$ cat config.mk
export PLATFORM = sky130hd
export DESIGN_NAME = seq_det_ctrl
export DESIGN_NICKNAME = d
export VERILOG_FILES = /design/src/rtl/seq_det_pkg.sv /design/src/rtl/seq_det_piso.sv /design/src/rtl/seq_det_ctrl.sv
export SDC_FILE = /design/constraint.sdc
export NUM_CORES = 1
export LEC_CHECK = 0
export ABC_AREA = 0
export CORE_UTILIZATION = 51
export CTS_CLUSTER_SIZE = 14
export DETAILED_ROUTE_END_ITERATION = 6
export PLACE_DENSITY = 0.92
export SETUP_SLACK_MARGIN = 0.5
export SYNTH_ARGS = -nofsm -noshare
export SYNTH_HDL_FRONTEND = slang
export SYNTH_HIERARCHICAL = 1
export SYNTH_SLANG_ARGS = --single-unit
$ cat constraint.sdc
create_clock -name clk -period 2.95 [get_ports clk]
set_input_delay 0.295 -clock clk [delete_from_list [all_inputs] [get_ports clk]]
set_output_delay 0.295 -clock clk [all_outputs]
set_load 0.1 [all_outputs]
$ cat src/rtl/seq_det_pkg.sv
// Shared types for the sequence-detector controller: FSM state encoding and
// the bit-index width used by the serialiser (supports patterns up to 256 bits).
package seq_det_pkg;

    typedef enum logic [2:0] {
        IDLE,
        LOAD,
        RUN_WAIT,
        RUN_SHIFT,
        DRAIN
    } state_t;

    localparam int IDX_W = 8;

endpackage

$ cat src/rtl/seq_det_piso.sv
// MSB-first parallel-to-serial shifter. Values are left-aligned in the W-bit
// register; len_m1 is the number of bits to send minus one.
module seq_det_piso
    import seq_det_pkg::*;
#(
    parameter int W = 8
) (
    input  logic             clk,
    input  logic             rst,
    input  logic             load,
    input  logic             shift,
    input  logic [W-1:0]     din,
    input  logic [IDX_W-1:0] len_m1,
    output logic             dout,
    output logic             last
);

    logic [W-1:0]     sr;
    logic [IDX_W-1:0] idx;

    always_ff @(posedge clk or negedge rst) begin
        if (!rst) begin
            idx <= '0;
        end else if (load) begin
            idx <= len_m1;
        end else if (shift && idx != '0) begin
            idx <= idx - IDX_W'(1);
        end
    end

    // Data register carries no reset; the controller gates dout by state.
    always_ff @(posedge clk) begin
        if (load) begin
            sr <= din;
        end else if (shift) begin
            sr <= sr << 1;
        end
    end

    assign dout = sr[W-1];
    assign last = (idx == '0);

endmodule

$ cat src/rtl/seq_det_ctrl.sv
// Controller that loads a pattern into a serial sequence detector, streams bytes
// to it and counts matches. Define SEQ_DET_CTRL_IRQ_EN for a sticky match irq.
module seq_det_ctrl
    import seq_det_pkg::*;
#(
    parameter int PAT_W = 8,
    parameter int CNT_W = 8
) (
    input  logic             clk,
    input  logic             rst,
    input  logic             start,
    input  logic [PAT_W-1:0] cfg_pattern,
    input  logic             stop,
    input  logic             data_valid,
    input  logic [7:0]       data,
    output logic             data_ready,
    output logic             det_load,
    output logic             det_din,
    input  logic             det_dout,
    output logic             busy,
    output logic             match_pulse,
    output logic [CNT_W-1:0] match_cnt,
    output logic             irq,
    input  logic             irq_clr
);

    localparam int W = (PAT_W > 8) ? PAT_W : 8;

    state_t           state, state_nxt;
    logic             stop_pend;
    logic             xfer;
    logic             hit;
    logic             load_pat;
    logic             piso_load;
    logic             piso_shift;
    logic             piso_dout;
    logic             piso_last;
    logic [W-1:0]     piso_din;
    logic [IDX_W-1:0] piso_len;

    assign xfer       = data_valid && data_ready;
    assign load_pat   = (state == IDLE) && start;
    assign piso_load  = load_pat || xfer;
    assign piso_shift = (state == LOAD) || (state == RUN_SHIFT);
    assign piso_din   = load_pat ? (W'(cfg_pattern) << (W - PAT_W)) : (W'(data) << (W - 8));
    assign piso_len   = load_pat ? IDX_W'(PAT_W - 1) : IDX_W'(7);
    // The detector answers one cycle late, so DRAIN still samples its output.
    assign hit        = det_dout && ((state == RUN_SHIFT) || (state == DRAIN));

    seq_det_piso #(
        .W (W)
    ) u_piso (
        .clk    (clk),
        .rst    (rst),
        .load   (piso_load),
        .shift  (piso_shift),
        .din    (piso_din),
        .len_m1 (piso_len),
        .dout   (piso_dout),
        .last   (piso_last)
    );

    always_ff @(posedge clk or negedge rst) begin
        if (!rst) begin
            state <= IDLE;
        end else begin
            state <= state_nxt;
        end
    end

    always_comb begin
        state_nxt = state;
        unique case (state)
            IDLE:      if (start) state_nxt = LOAD;
            LOAD:      if (piso_last) state_nxt = RUN_WAIT;
            RUN_WAIT: begin
                if (xfer) begin
                    state_nxt = RUN_SHIFT;
                end else if (stop) begin
                    state_nxt = DRAIN;
                end
            end
            RUN_SHIFT: begin
                if (piso_last && !xfer) begin
                    state_nxt = (stop_pend || stop) ? DRAIN : RUN_WAIT;
                end
            end
            DRAIN:     state_nxt = IDLE;
            default:   state_nxt = IDLE;
        endcase
    end

    // A pending stop closes the bit-0 acceptance window so no new byte starts.
    always_comb begin
        busy       = (state != IDLE);
        det_load   = 1'b0;
        det_din    = 1'b0;
        data_ready = 1'b0;
        case (state)
            LOAD: begin
                det_load = 1'b1;
                det_din  = piso_dout;
            end
            RUN_WAIT:  data_ready = 1'b1;
            RUN_SHIFT: begin
                det_din    = piso_dout;
                data_ready = piso_last && !stop_pend && !stop;
            end
            default: ;
        endcase
    end

    always_ff @(posedge clk or negedge rst) begin
        if (!rst) begin
            stop_pend <= 1'b0;
        end else if ((state == RUN_WAIT) || (state == RUN_SHIFT)) begin
            if (stop) stop_pend <= 1'b1;
        end else begin
            stop_pend <= 1'b0;
        end
    end

    always_ff @(posedge clk or negedge rst) begin
        if (!rst) begin
            match_pulse <= 1'b0;
            match_cnt   <= '0;
        end else begin
            match_pulse <= hit;
            if (load_pat) begin
                match_cnt <= '0;
            end else if (hit && (match_cnt != '1)) begin
                match_cnt <= match_cnt + CNT_W'(1);
            end
        end
    end

`ifdef SEQ_DET_CTRL_IRQ_EN
    always_ff @(posedge clk or negedge rst) begin
        if (!rst) begin
            irq <= 1'b0;
        end else if (hit) begin
            irq <= 1'b1;
        end else if (irq_clr) begin
            irq <= 1'b0;
        end
    end
`else
    logic irq_clr_unused;
    assign irq_clr_unused = irq_clr;
    assign irq            = 1'b0;
`endif

endmodule
==> parameters.txt, run 1 <==
Parameter                              Value

Synth
  Mean post-synth cell area    10.3 sq um
  Prevailing post-synth register cell    sky130_fd_sc_hd__dfrtp_1
  Portion of synthesized cell area occupied by the leading cell type    29.2%
  Most area-hungry cell type in the Yosys netlist    sky130_fd_sc_hd__dfrtp_1
  Register area share after synthesis    42.6%
  Number of distinct library cells after synthesis    58
  Async set or reset register ratio after synthesis    72.4%
  Most used standard cells in the synthesized netlist    sky130_fd_sc_hd__dfrtp_1, sky130_fd_sc_hd__mux2_2, sky130_fd_sc_hd__nor2_1
  Count leader, synth    sky130_fd_sc_hd__dfrtp_1
  Post-synthesis sequential element count    29
  Post-Syn Instances    174
  Post-synthesis instance area    1800 sq um
  Top cells by area in the synthesized netlist    sky130_fd_sc_hd__dfrtp_1, sky130_fd_sc_hd__edfxtp_1, sky130_fd_sc_hd__mux2_2, sky130_fd_sc_hd__a21oi_1, sky130_fd_sc_hd__nor2_1
  Count of yosys warnings during synthesis    6
  Number of enable flip-flop cells after synthesis    8

STA
  Final setup violation count    0
  Pins Over Slew Limit    0
  Final critical path time including I/O delays and setup    2.38 ns
  Max Freq    420 MHz
  Sum of negative setup slack    0 ns
  Count of endpoints failing hold in the final timing report    0
  Max_slew headroom    38.7%
  Period utilisation layout    80.8%
  Slew of the pin with the lowest slew margin    0.917 ns
  Unrepaired setup endpoints after global routing    true
  Final Skew    0.00851 ns

Drt
  Avg WL per Cell    15.6 microns
  Drc violations    0
  Total Routed Length    4130 microns
  Routed via count    1,527
  First-pass DRT Iterations    4
  Antenna-violating nets left    0
  Vias per cell    5.78
  Iteration-0 DRC count of the detailed router    148

Critical path
  Critical Path Start Type    flop
  Path length in cells of the critical path    9
  Worst path cell trace    inv_2, ha_1, or4b_4, nor2_4, nand2_2, a21oi_4, a21o_4, buf_12, mux2_4
  Terminus of the critical flop-to-flop path    u_piso/sr[3]$_DFFE_PP_
  First element of the critical path    u_piso/idx[0]$_DFFE_PN0P_
  Crit Path Class    flop to flop
  Maximum fanout encountered on the critical timing path    6
  Cell family with most CP delay    simple AND/OR/NAND/NOR gates
  Worst path max stage delay    0.47 ns
  Critical path capture point type    flop
  Slowest-stage cell, CP    sky130_fd_sc_hd__or4b_4
  Buffers & Inverters on Critical Path    2
  Setup crit end    u_piso/sr[3]$_DFFE_PP_
  Critical register-to-register path startpoint    u_piso/idx[0]$_DFFE_PN0P_
  Req. time, crit path    3.03 ns
  Data arrival at the endpoint of the critical path    2.46 ns
  Number of cells on the worst reg-to-reg path    9
  Reg2Reg Setup Slack    0.57 ns

Worst hold path
  Worst hold-check path type    input pin to asynchronous set/reset pin

Die
  Die extent in y    61.4 microns
  Row Count    21
  Die area    3760 sq um
  Initial cell density of the core    53.4%
  Std-Cell Core Area    3360 sq um
  X dimension of the die    61.4 microns
  I/O pin cnt    37

Clocking
  Clock latency at the later pin of the worst-skew pair    0.33 ns
  Clock tree sinks    29
  CTS tree    done
  Max clock buf depth    2
  Number of levels the H-tree was split into    2
  Clk root buf    sky130_fd_sc_hd__clkbuf_4
  CTS Buf Count    5
  Clock slew at reported path FFs    0.09 ns

Final layout
  Proportion of layout cells with a drive suffix above 1    29.4%
  Layout overhead on the synthesized area    31.5%
  Net count reported at finish    243
  Utilization of the core after routing    70.2%
  Diode insertion count for antenna repair    0
  Multi-input combinational cell area    1020 sq um
  Non-filler instance count after layout    264
  Area occupied by registers    766 sq um
  Final-layout fill cell count    239

Power and ir drop
  Clock network power share    14.3%
  Static Leakage    0.993 nW
  VDD IR-drop max    0.424 mV
  Power consumption    1.92 mW
  Sw frac    45.1%
  Total internal power    1.05 mW
  Proportion of power drawn by combinational gates    49.3%
  Switching power total    0.866 mW
  Power Density    813 nW/um^2
  Seq pwr share    36.4%

GRT
  Largest net degree at the start of global routing    22
  Number of global-route vias before repair    1,305
  Antenna violations before repair    0
  Overall global routing resource usage    22.6%
  Gr ovfl total    0
  Global-route wire length before repair    6040 microns

Placed design
  Number of placed instances, taps included    252
  Dpl hpwl    2600 microns
  Routability congestion estimate    0.795
  Port Buffers    34

Run status
  Result of the run    completed

Run
  Number of max-capacitance violations reported    0
-- cells in the final DEF (no fill, tap or decap), types with 3 or more instances in the layout --
master / n
sky130_fd_sc_hd__clkdlybuf4s50_1: 21
sky130_fd_sc_hd__dfrtp_1: 21
sky130_fd_sc_hd__buf_4: 16
sky130_fd_sc_hd__nor2_1: 11
sky130_fd_sc_hd__a21oi_1: 10
sky130_fd_sc_hd__conb_1: 9
sky130_fd_sc_hd__mux2_2: 8
sky130_fd_sc_hd__edfxtp_1: 8
sky130_fd_sc_hd__nand3_1: 7
sky130_fd_sc_hd__mux2_4: 7
sky130_fd_sc_hd__nand2_1: 6
sky130_fd_sc_hd__o21ai_0: 5
sky130_fd_sc_hd__clkbuf_4: 5
sky130_fd_sc_hd__o211ai_1: 5
sky130_fd_sc_hd__a31oi_1: 4
sky130_fd_sc_hd__nor3_1: 4
sky130_fd_sc_hd__and3_1: 4
sky130_fd_sc_hd__inv_1: 4
sky130_fd_sc_hd__or3_1: 3
sky130_fd_sc_hd__ha_1: 3
-- layout make-up --
cell class / count / area share, %
clock buffers: 7 / 2.75
flip-flops and latches: 29 / 32.4
clock inverters: 1 / 0.212
repair buffers: 41 / 17.7
inverters: 7 / 1.27
well taps: 46 / 2.44
multi-input cells: 133 / 43.2
-- power by group through the flow --
| stage | registers (mW) | logic (mW) | clock network [mW] |
|---|---|---|---|
| after floorplan | 0.782 | 0.636 | 0 |
| after global placement | 0.689 | 0.858 | 0 |
| after detailed placement | 0.698 | 0.880 | 0 |
| after CTS | 0.690 | 0.906 | 0.283 |
| after global routing | 0.715 | 1.02 | 0.306 |
| final | 0.698 | 0.946 | 0.275 |
-- registers in the layout, indices dropped and copies added, names as in the netlist --
register,cells
match_cnt,8
u_piso/sr,8
match_pulse,1
stop_pend,1
u_piso/idx,8
state,3
-- worst min path at each step --
stage                                           end  slack (ns)  depth (start not counted)
after CTS                 u_piso/idx[7]$_DFFE_PN0P_        0.50                          1
after floorplan            match_cnt[0]$_DFFE_PN0P_     -0.0006                          0
after global placement        stop_pend$_DFFE_PN0P_        0.50                          2
final                     u_piso/idx[2]$_DFFE_PN0P_        0.47                          1
after global routing      u_piso/idx[3]$_DFFE_PN0P_        0.54                          1
after detailed placement      stop_pend$_DFFE_PN0P_        0.52                          2
-- logic make-up (layout without fill, tap and decap cells) --
kind of cell | after synthesis | count (layout) | synth area share, %
AOI/OAI and AO/OA | 40 | 40 | 15.5
adders and majority gates | 3 | 3 | 2.09
muxes | 16 | 16 | 9.96
other | 2 | 9 | 0.418
and+or+nand+nor | 65 | 65 | 23.7
DFF | 29 | 29 | 42.6
buffers and inverters | 19 | 56 | 5.64
-- layer usage --
layer / track usage [%] / vias to the layer above / wire (microns)
met1: 28.0 / 725 / 1780
met3: 6.72 / 10 / 209
met5: 0 / - / 0
met2: 36.5 / 54 / 2050
met4: 10.2 / 0 / 89
li1: - / 738 / -
-- stage by stage --
step / hold slack [ns] / worst slack, ns / area [sq um]
3_3_place_gp: 0.500 / 0.502 / 2190
5_1_grt: 0.540 / 0.496 / 2360
4_1_cts: 0.498 / 0.545 / 2320
3_5_place_dp: 0.515 / 0.429 / 2190
6_report: 0.473 / 0.568 / 2360
2_1_floorplan: -0.000591 / 0.0254 / 1900
-- timing repair --
item,CTS,global route
gates resized for setup,4,4
cloned,1,1
pin swaps,1,1
setup buffers,2,0
hold buffers,0,0
endpoints found under the setup margin,21,12
No activity file was read; power rests on OpenSTA's default activity.
==> inputs of run 2 (changes only) <==
CORE_UTILIZATION = 46   (was 51)
PLACE_DENSITY = 0.88   (was 0.92)
clock period = 2.1 ns   (was 2.95 ns; I/O delays follow)
==> run 2 against run 1 <==
  * The flow now finishes with violations (negative setup slack)
  * Sequential cell count did not move
  * Routed wire length rose by 19%
  * Worst hold slack got worse by 0.19 ns
  * Worst setup slack got worse by 0.82 ns
  * Sequential share of layout area fell by 4.0 points
  * Critical path depth rose by 1
  * Combinational power rose by 96%
  * Clock-buffer cell count fell by 1
  * Critical endpoint is now u_piso/sr[7]$_DFFE_PP_
  * Largest cell class unchanged
==> parameters.txt, run 2 (same netlist as run 1, synthesis figures left out) <==
Parameter                              Value

Run status
  Result of the run    complete, but fails checks
  Violations in the final reports    negative setup slack

Clocking
  Clock tree sinks    29 (unchanged)
  Clk root buf    sky130_fd_sc_hd__clkbuf_8
  CTS Buf Count    5 (unchanged)
  Clock latency at the later pin of the worst-skew pair    0.29 ns (-0.04 ns)
  Number of levels the H-tree was split into    2 (unchanged)
  CTS tree    done
  Max clock buf depth    2 (unchanged)
  Cts hold-fix bufs    0 (unchanged)
  Clock slew at reported path FFs    0.07 ns (-0.02 ns)

Critical path
  Critical Path Start Type    flop
  Buffers & Inverters on Critical Path    3 (+1)
  Critical path capture point type    flop
  Worst path max stage delay    0.48 ns (about the same)
  Crit Path Class    flop to flop
  Path length in cells of the critical path    10 (+1)
  Cell family with most CP delay    simple AND/OR/NAND/NOR gates
  Number of cells on the worst reg-to-reg path    10 (+1)
  Slowest-stage cell, CP    sky130_fd_sc_hd__or4b_4
  Req. time, crit path    2.13 ns (-0.90 ns)
  Worst path cell trace    inv_2, ha_1, or4b_4, nor2_4, nand2_2, a21oi_4, a21o_4, buf_6, buf_12, mux2_4
  Data arrival at the endpoint of the critical path    2.39 ns (-0.07 ns)
  Maximum fanout encountered on the critical timing path    5 (-1)

Final layout
  Most frequent cells in the layout    sky130_fd_sc_hd__buf_4, sky130_fd_sc_hd__clkdlybuf4s50_1, sky130_fd_sc_hd__nor2_1
  Diode insertion count for antenna repair    0 (unchanged)
  Final standard cell area without fillers    2780 sq um (+18%)
  Leading cell type in the layout, fill and taps excluded    sky130_fd_sc_hd__buf_4
  Layout overhead on the synthesized area    54.7%
  Proportion of layout cells with a drive suffix above 1    47.0% (+18 points)
  Non-filler instance count after layout    301 (+14%)
  Utilization of the core after routing    74.8% (+4.6 points)
  Largest registers    match_cnt (8), u_piso/idx (8), u_piso/sr (8)
  Net count reported at finish    278 (+14%)

STA
  Sum of negative setup slack    -4.17 ns (-4.17 ns)
  Count of endpoints failing hold in the final timing report    0 (unchanged)
  Final Skew    0.00669 ns (-0.00182 ns)
  Max Freq    425 MHz (+1.1%)
  Setup slack after layout    -0.256 ns (-0.823 ns)
  Max_slew headroom    63.7% (+25 points)
  Final hold slack    0.278 ns (-0.194 ns)
  Period utilisation layout    112% (+31 points)
  Slew of the pin with the lowest slew margin    0.539 ns (-0.378 ns)
  Final setup violation count    24 (+24)
  Pins Over Slew Limit    0 (unchanged)
  Unrepaired setup endpoints after global routing    true
  Final critical path time including I/O delays and setup    2.36 ns (-0.0266 ns)

Die
  I/O pin cnt    37 (unchanged)
  Row Count    22 (+4.8%)
  Std-Cell Core Area    3720 sq um (+10%)
  Initial cell density of the core    48.4% (-5.1 points)
  X dimension of the die    64.5 microns (+5.1%)
  Die extent in y    64.5 microns (+5.1%)
  Die area    4160 sq um (+10%)

Drt
  Antenna-violating nets left    0 (unchanged)
  First-pass DRT Iterations    4 (unchanged)
  Total Routed Length    4930 microns (+19%)
  Routed via count    1,679 (+10%)
  Avg WL per Cell    16.4 microns (+4.7%)
  Drc violations    0 (unchanged)
  Vias per cell    5.58 (-3.6%)
  Iteration-0 DRC count of the detailed router    110 (-26%)

Placed design
  Cell area after placement    2410 sq um (+10%)
  Routability congestion estimate    0.797 (+0.28%)
  Port Buffers    34 (unchanged)
  Number of placed instances, taps included    272 (+7.9%)
  Dpl hpwl    2820 microns (+8.7%)
  Pre-CTS setup slack    -0.209 ns (-0.637 ns)

GRT
  Largest net degree at the start of global routing    22 (unchanged)
  Number of global-route vias before repair    1,441 (+10%)
  Global-route wire length before repair    7250 microns (+20%)
  Antenna violations before repair    0 (unchanged)
  Overall global routing resource usage    23.4% (+0.85 points)
  Gr ovfl total    0 (unchanged)

Worst hold path
  Worst hold-check path type    input pin to asynchronous set/reset pin

Run
  Number of max-capacitance violations reported    0 (unchanged)

Power and ir drop
  Power Density    1180 nW/um^2 (+45%)
  Static Leakage    1.18 nW (+19%)
  Power consumption    3.29 mW (+71%)
  VDD IR-drop max    0.533 mV (+26%)
## run 2: layer usage
layer / track usage, % / wire [microns] / share of wire [%] / up-vias
met5: 0 / 0 / 0 / -
met4: 8.61 / 74 / 1.5 / 0
met3: 4.93 / 217 / 4.4 / 7
met2: 37.6 / 2470 / 50 / 62
met1: 31.0 / 2170 / 44 / 813
li1: - / - / - / 797
## run 2: layout make-up
type	instances	area, sq um
tap	48	60.1
clock inverter	2	8.76
clock buffer	6	82.6
timing repair buffer	76	744
multi-input combinational	133	1070
inverter	7	26.3
sequential	29	790
fill	235	936
## run 2: worst paths after layout
kind	startpoint	end	slack, ns
max	u_piso/idx[0]$_DFFE_PN0P_	u_piso/sr[7]$_DFFE_PP_	-0.26
min	rst	u_piso/idx[2]$_DFFE_PN0P_	0.28
max reg2reg	u_piso/idx[0]$_DFFE_PN0P_	u_piso/sr[7]$_DFFE_PP_	-0.26
min reg2reg	u_piso/sr[1]$_DFFE_PP_	u_piso/sr[2]$_DFFE_PP_	0.56
max in group asynchronous	rst	match_cnt[4]$_DFFE_PN0P_	1.57
min in group clk	u_piso/sr[1]$_DFFE_PP_	u_piso/sr[2]$_DFFE_PP_	0.56
## run 2: what timing repair did
| action | CTS | global route |
|---|---|---|
| gates cloned | 1 | 0 |
| endpoints found under the hold margin | 0 | 0 |
| pin swaps | 5 | 10 |
| resized for setup | 16 | 12 |
| buffers inserted | 10 | 10 |
| endpoints found under the setup margin | 31 | 39 |
## run 2: power by group
group	total (mW)	switching [mW]	internal, mW
sequential	0.949	0.150	0.799
clock	0.483	0.224	0.259
combinational	1.85	1.00	0.852
total	3.29	1.38	1.91
==> inputs of run 3 (changes only) <==
CORE_UTILIZATION = 55   (was 46)
DONT_BUFFER_PORTS = 1   (was unset)
PLACE_DENSITY = 0.85   (was 0.88)
==> run 3 against run 2 <==
  * The flow still finishes with violations (negative setup slack)
  * Clock power decreased by 28%
  * Largest power group unchanged
  * Largest cell class unchanged
  * Critical path type unchanged
  * Power decreased by 6.4%
  * Worst setup slack improved by 0.066 ns
  * Highest routed layer unchanged
==> parameters.txt, run 3 (same netlist as run 1, synthesis figures left out) <==
Parameter                              Value

Run status
  Result of the run    complete, but fails checks
  Violations in the final reports    negative setup slack

Final layout
  Non-filler instance count after layout    272 (-9.6%)
  Proportion of layout cells with a drive suffix above 1    52.6% (+5.6 points)
  Largest registers    match_cnt (8), u_piso/idx (8), u_piso/sr (8)
  Multi-input combinational cell area    1120 sq um (+5.0%)
  Most frequent cells in the layout    sky130_fd_sc_hd__buf_4, sky130_fd_sc_hd__nor2_1, sky130_fd_sc_hd__dfrtp_1
  Final-layout fill cell count    149 (-37%)
  Net count reported at finish    253 (-9.0%)
  Layout overhead on the synthesized area    40.1%
  Diode insertion count for antenna repair    0 (unchanged)
  Utilization of the core after routing    81.8% (+7.0 points)
  Area occupied by registers    788 sq um (-0.16%)
  Leading cell type in the layout, fill and taps excluded    sky130_fd_sc_hd__buf_4

Die
  X dimension of the die    59.2 microns (-8.3%)
  Row Count    20 (-9.1%)
  Die area    3500 sq um (-16%)
  Std-Cell Core Area    3080 sq um (-17%)
  Die extent in y    59.2 microns (-8.3%)
  I/O pin cnt    37 (unchanged)
  Initial cell density of the core    58.4% (+10 points)

STA
  Max Freq    437 MHz (+2.9%)
  Period utilisation layout    109% (-3.1 points)
  Max_slew headroom    31.2% (-33 points)
  Pins Over Slew Limit    0 (unchanged)
  Setup slack after layout    -0.190 ns (+0.0659 ns)
  Final critical path time including I/O delays and setup    2.29 ns (-0.0659 ns)
  Count of endpoints failing hold in the final timing report    0 (unchanged)
  Final Skew    0.0107 ns (+0.00402 ns)
  Unrepaired setup endpoints after global routing    true
  Final setup violation count    24 (unchanged)
  Slew of the pin with the lowest slew margin    1.03 ns (+0.489 ns)

Drt
  Antenna-violating nets left    0 (unchanged)
  First-pass DRT Iterations    4 (unchanged)
  Drc violations    0 (unchanged)
  Avg WL per Cell    21.0 microns (+28%)
  Iteration-0 DRC count of the detailed router    199 (+81%)
  Total Routed Length    5710 microns (+16%)
  Vias per cell    6.29 (+13%)
  Routed via count    1,712 (+2.0%)

Power and ir drop
  Proportion of power drawn by combinational gates    52.8% (-3.6 points)
  Switching power total    1.43 mW (+4.3%)
  Clock network power share    11.3% (-3.4 points)
  Power Density    1220 nW/um^2 (+3.3%)
  Seq pwr share    35.9% (+7.0 points)
  Total internal power    1.64 mW (-14%)
  Sw frac    46.7% (+4.8 points)
  VDD IR-drop max    0.686 mV (+29%)
  Static Leakage    1.05 nW (-11%)

Clocking
  CTS tree    done
  Clock slew at reported path FFs    0.10 ns (+0.03 ns)
  Clock tree sinks    29 (unchanged)
  CTS Buf Count    5 (unchanged)
  Clock latency at the later pin of the worst-skew pair    0.35 ns (+0.06 ns)
  Number of levels the H-tree was split into    2 (unchanged)
  Clk root buf    sky130_fd_sc_hd__clkbuf_4
  Max clock buf depth    2 (unchanged)

Placed design
  Number of placed instances, taps included    240 (-12%)
  Dpl hpwl    3050 microns (+7.9%)
  Port Buffers    0 (-100%)
  Pre-CTS setup slack    -0.166 ns (+0.0428 ns)
  Routability congestion estimate    0.901 (+13%)

GRT
  Number of global-route vias before repair    1,531 (+6.2%)
  Gr ovfl total    0 (unchanged)
  Largest net degree at the start of global routing    22 (unchanged)
  Overall global routing resource usage    28.0% (+4.6 points)
  Antenna violations before repair    0 (unchanged)
  Global-route wire length before repair    7070 microns (-2.4%)

Critical path
  Critical Path Start Type    flop
  Req. time, crit path    2.20 ns (+0.07 ns)
  Critical path capture point type    flop
  Data arrival at the endpoint of the critical path    2.39 ns (about the same)
  Maximum fanout encountered on the critical timing path    8 (+3)
  Crit Path Class    flop to flop

Run
  Number of max-capacitance violations reported    0 (unchanged)

Worst hold path
  Worst hold-check path type    input pin to flop
-- run 3: cell count changes in the layout (fill, tap and decap cells not counted), moves of 2 or more --
cell                              before  now
sky130_fd_sc_hd__clkdlybuf4s50_1      21    0
sky130_fd_sc_hd__clkbuf_4              0    5
sky130_fd_sc_hd__and3_1                2    0
sky130_fd_sc_hd__buf_6                 7    5
sky130_fd_sc_hd__clkbuf_8              6    0
sky130_fd_sc_hd__clkbuf_16             0    2
sky130_fd_sc_hd__buf_4                41   39
sky130_fd_sc_hd__nand3_1               7    5
sky130_fd_sc_hd__nand3_2               0    2
sky130_fd_sc_hd__buf_12                6    3
-- run 3: worst paths after layout --
path / start / end / slack, ns / cells past startpoint
max reg2reg: u_piso/idx[0]$_DFFE_PN0P_ / u_piso/sr[2]$_DFFE_PP_ / -0.19 / 9
max in group asynchronous: rst / match_cnt[3]$_DFFE_PN0P_ / 0.89 / 1
min reg2reg: u_piso/sr[2]$_DFFE_PP_ / u_piso/sr[3]$_DFFE_PP_ / 0.56 / 1
min in group asynchronous: rst / match_pulse$_DFF_PN0_ / 0.47 / 1
max: u_piso/idx[0]$_DFFE_PN0P_ / u_piso/sr[2]$_DFFE_PP_ / -0.19 / 9
min: stop / stop_pend$_DFFE_PN0P_ / 0.08 / 2
-- run 3: critical path: stages (launching register included) --
cell	delay, ns
sky130_fd_sc_hd__dfrtp_1	0.40
sky130_fd_sc_hd__inv_2	0.06
sky130_fd_sc_hd__ha_1	0.13
sky130_fd_sc_hd__or4b_4	0.48
sky130_fd_sc_hd__nor2_4	0.12
sky130_fd_sc_hd__nand2_2	0.07
sky130_fd_sc_hd__a21oi_4	0.15
sky130_fd_sc_hd__a21o_4	0.17
sky130_fd_sc_hd__buf_12	0.15
sky130_fd_sc_hd__mux2_4	0.30
-- run 3: area by class of cell --
cell class / count / share of cell area [%]
Clock buffer: 6 / 1.64
Clock inverter: 2 / 0.398
Inverter: 7 / 1.04
Multi-Input combinational cell: 133 / 44.6
Sequential cell: 29 / 31.3
Tap cell: 44 / 2.19
Timing Repair Buffer: 51 / 18.8
-- run 3: metrics by stage --
| step | area [sq um] | power, mW | TNS, ns | hold WS (ns) |
|---|---|---|---|---|
| 3_3_place_gp | 2110 | 2.32 | -1.90 | -0.0852 |
| 4_1_cts | 2290 | 2.82 | -2.96 | 0.0457 |
| 6_report | 2520 | 3.07 | -3.17 | 0.0752 |
| 2_1_floorplan | 1940 | 2.03 | -17.01 | -0.0856 |
| 3_5_place_dp | 2110 | 2.40 | -2.44 | -0.0851 |
| 5_1_grt | 2520 | 3.20 | -5.63 | 0.0937 |
-- run 3: per-layer routing --
layer  GRT usage (%)  wire [microns]
met5               0               0
met4            18.7             231
met3            5.02             391
met2            48.7            2910
met1            31.2            2180
-- run 3: power by group through the flow --
stage,Combinational [mW],Sequential [mW],Clock (mW)
3_5_place_dp,1.32,1.08,0
6_report,1.62,1.10,0.347
4_1_cts,1.41,1.08,0.336
2_1_floorplan,0.904,1.12,0
3_3_place_gp,1.25,1.08,0
5_1_grt,1.71,1.11,0.371
-- run 3: what timing repair did --
item | 4_1_cts | 5_1_grt
pin swaps | 7 | 12
gates resized for setup | 17 | 20
endpoints found under the hold margin | 21 | 0
setup buffers | 8 | 12
hold buffers | 1 | 0
setup endpoints to repair | 35 | 37
cloned | 0 | 3
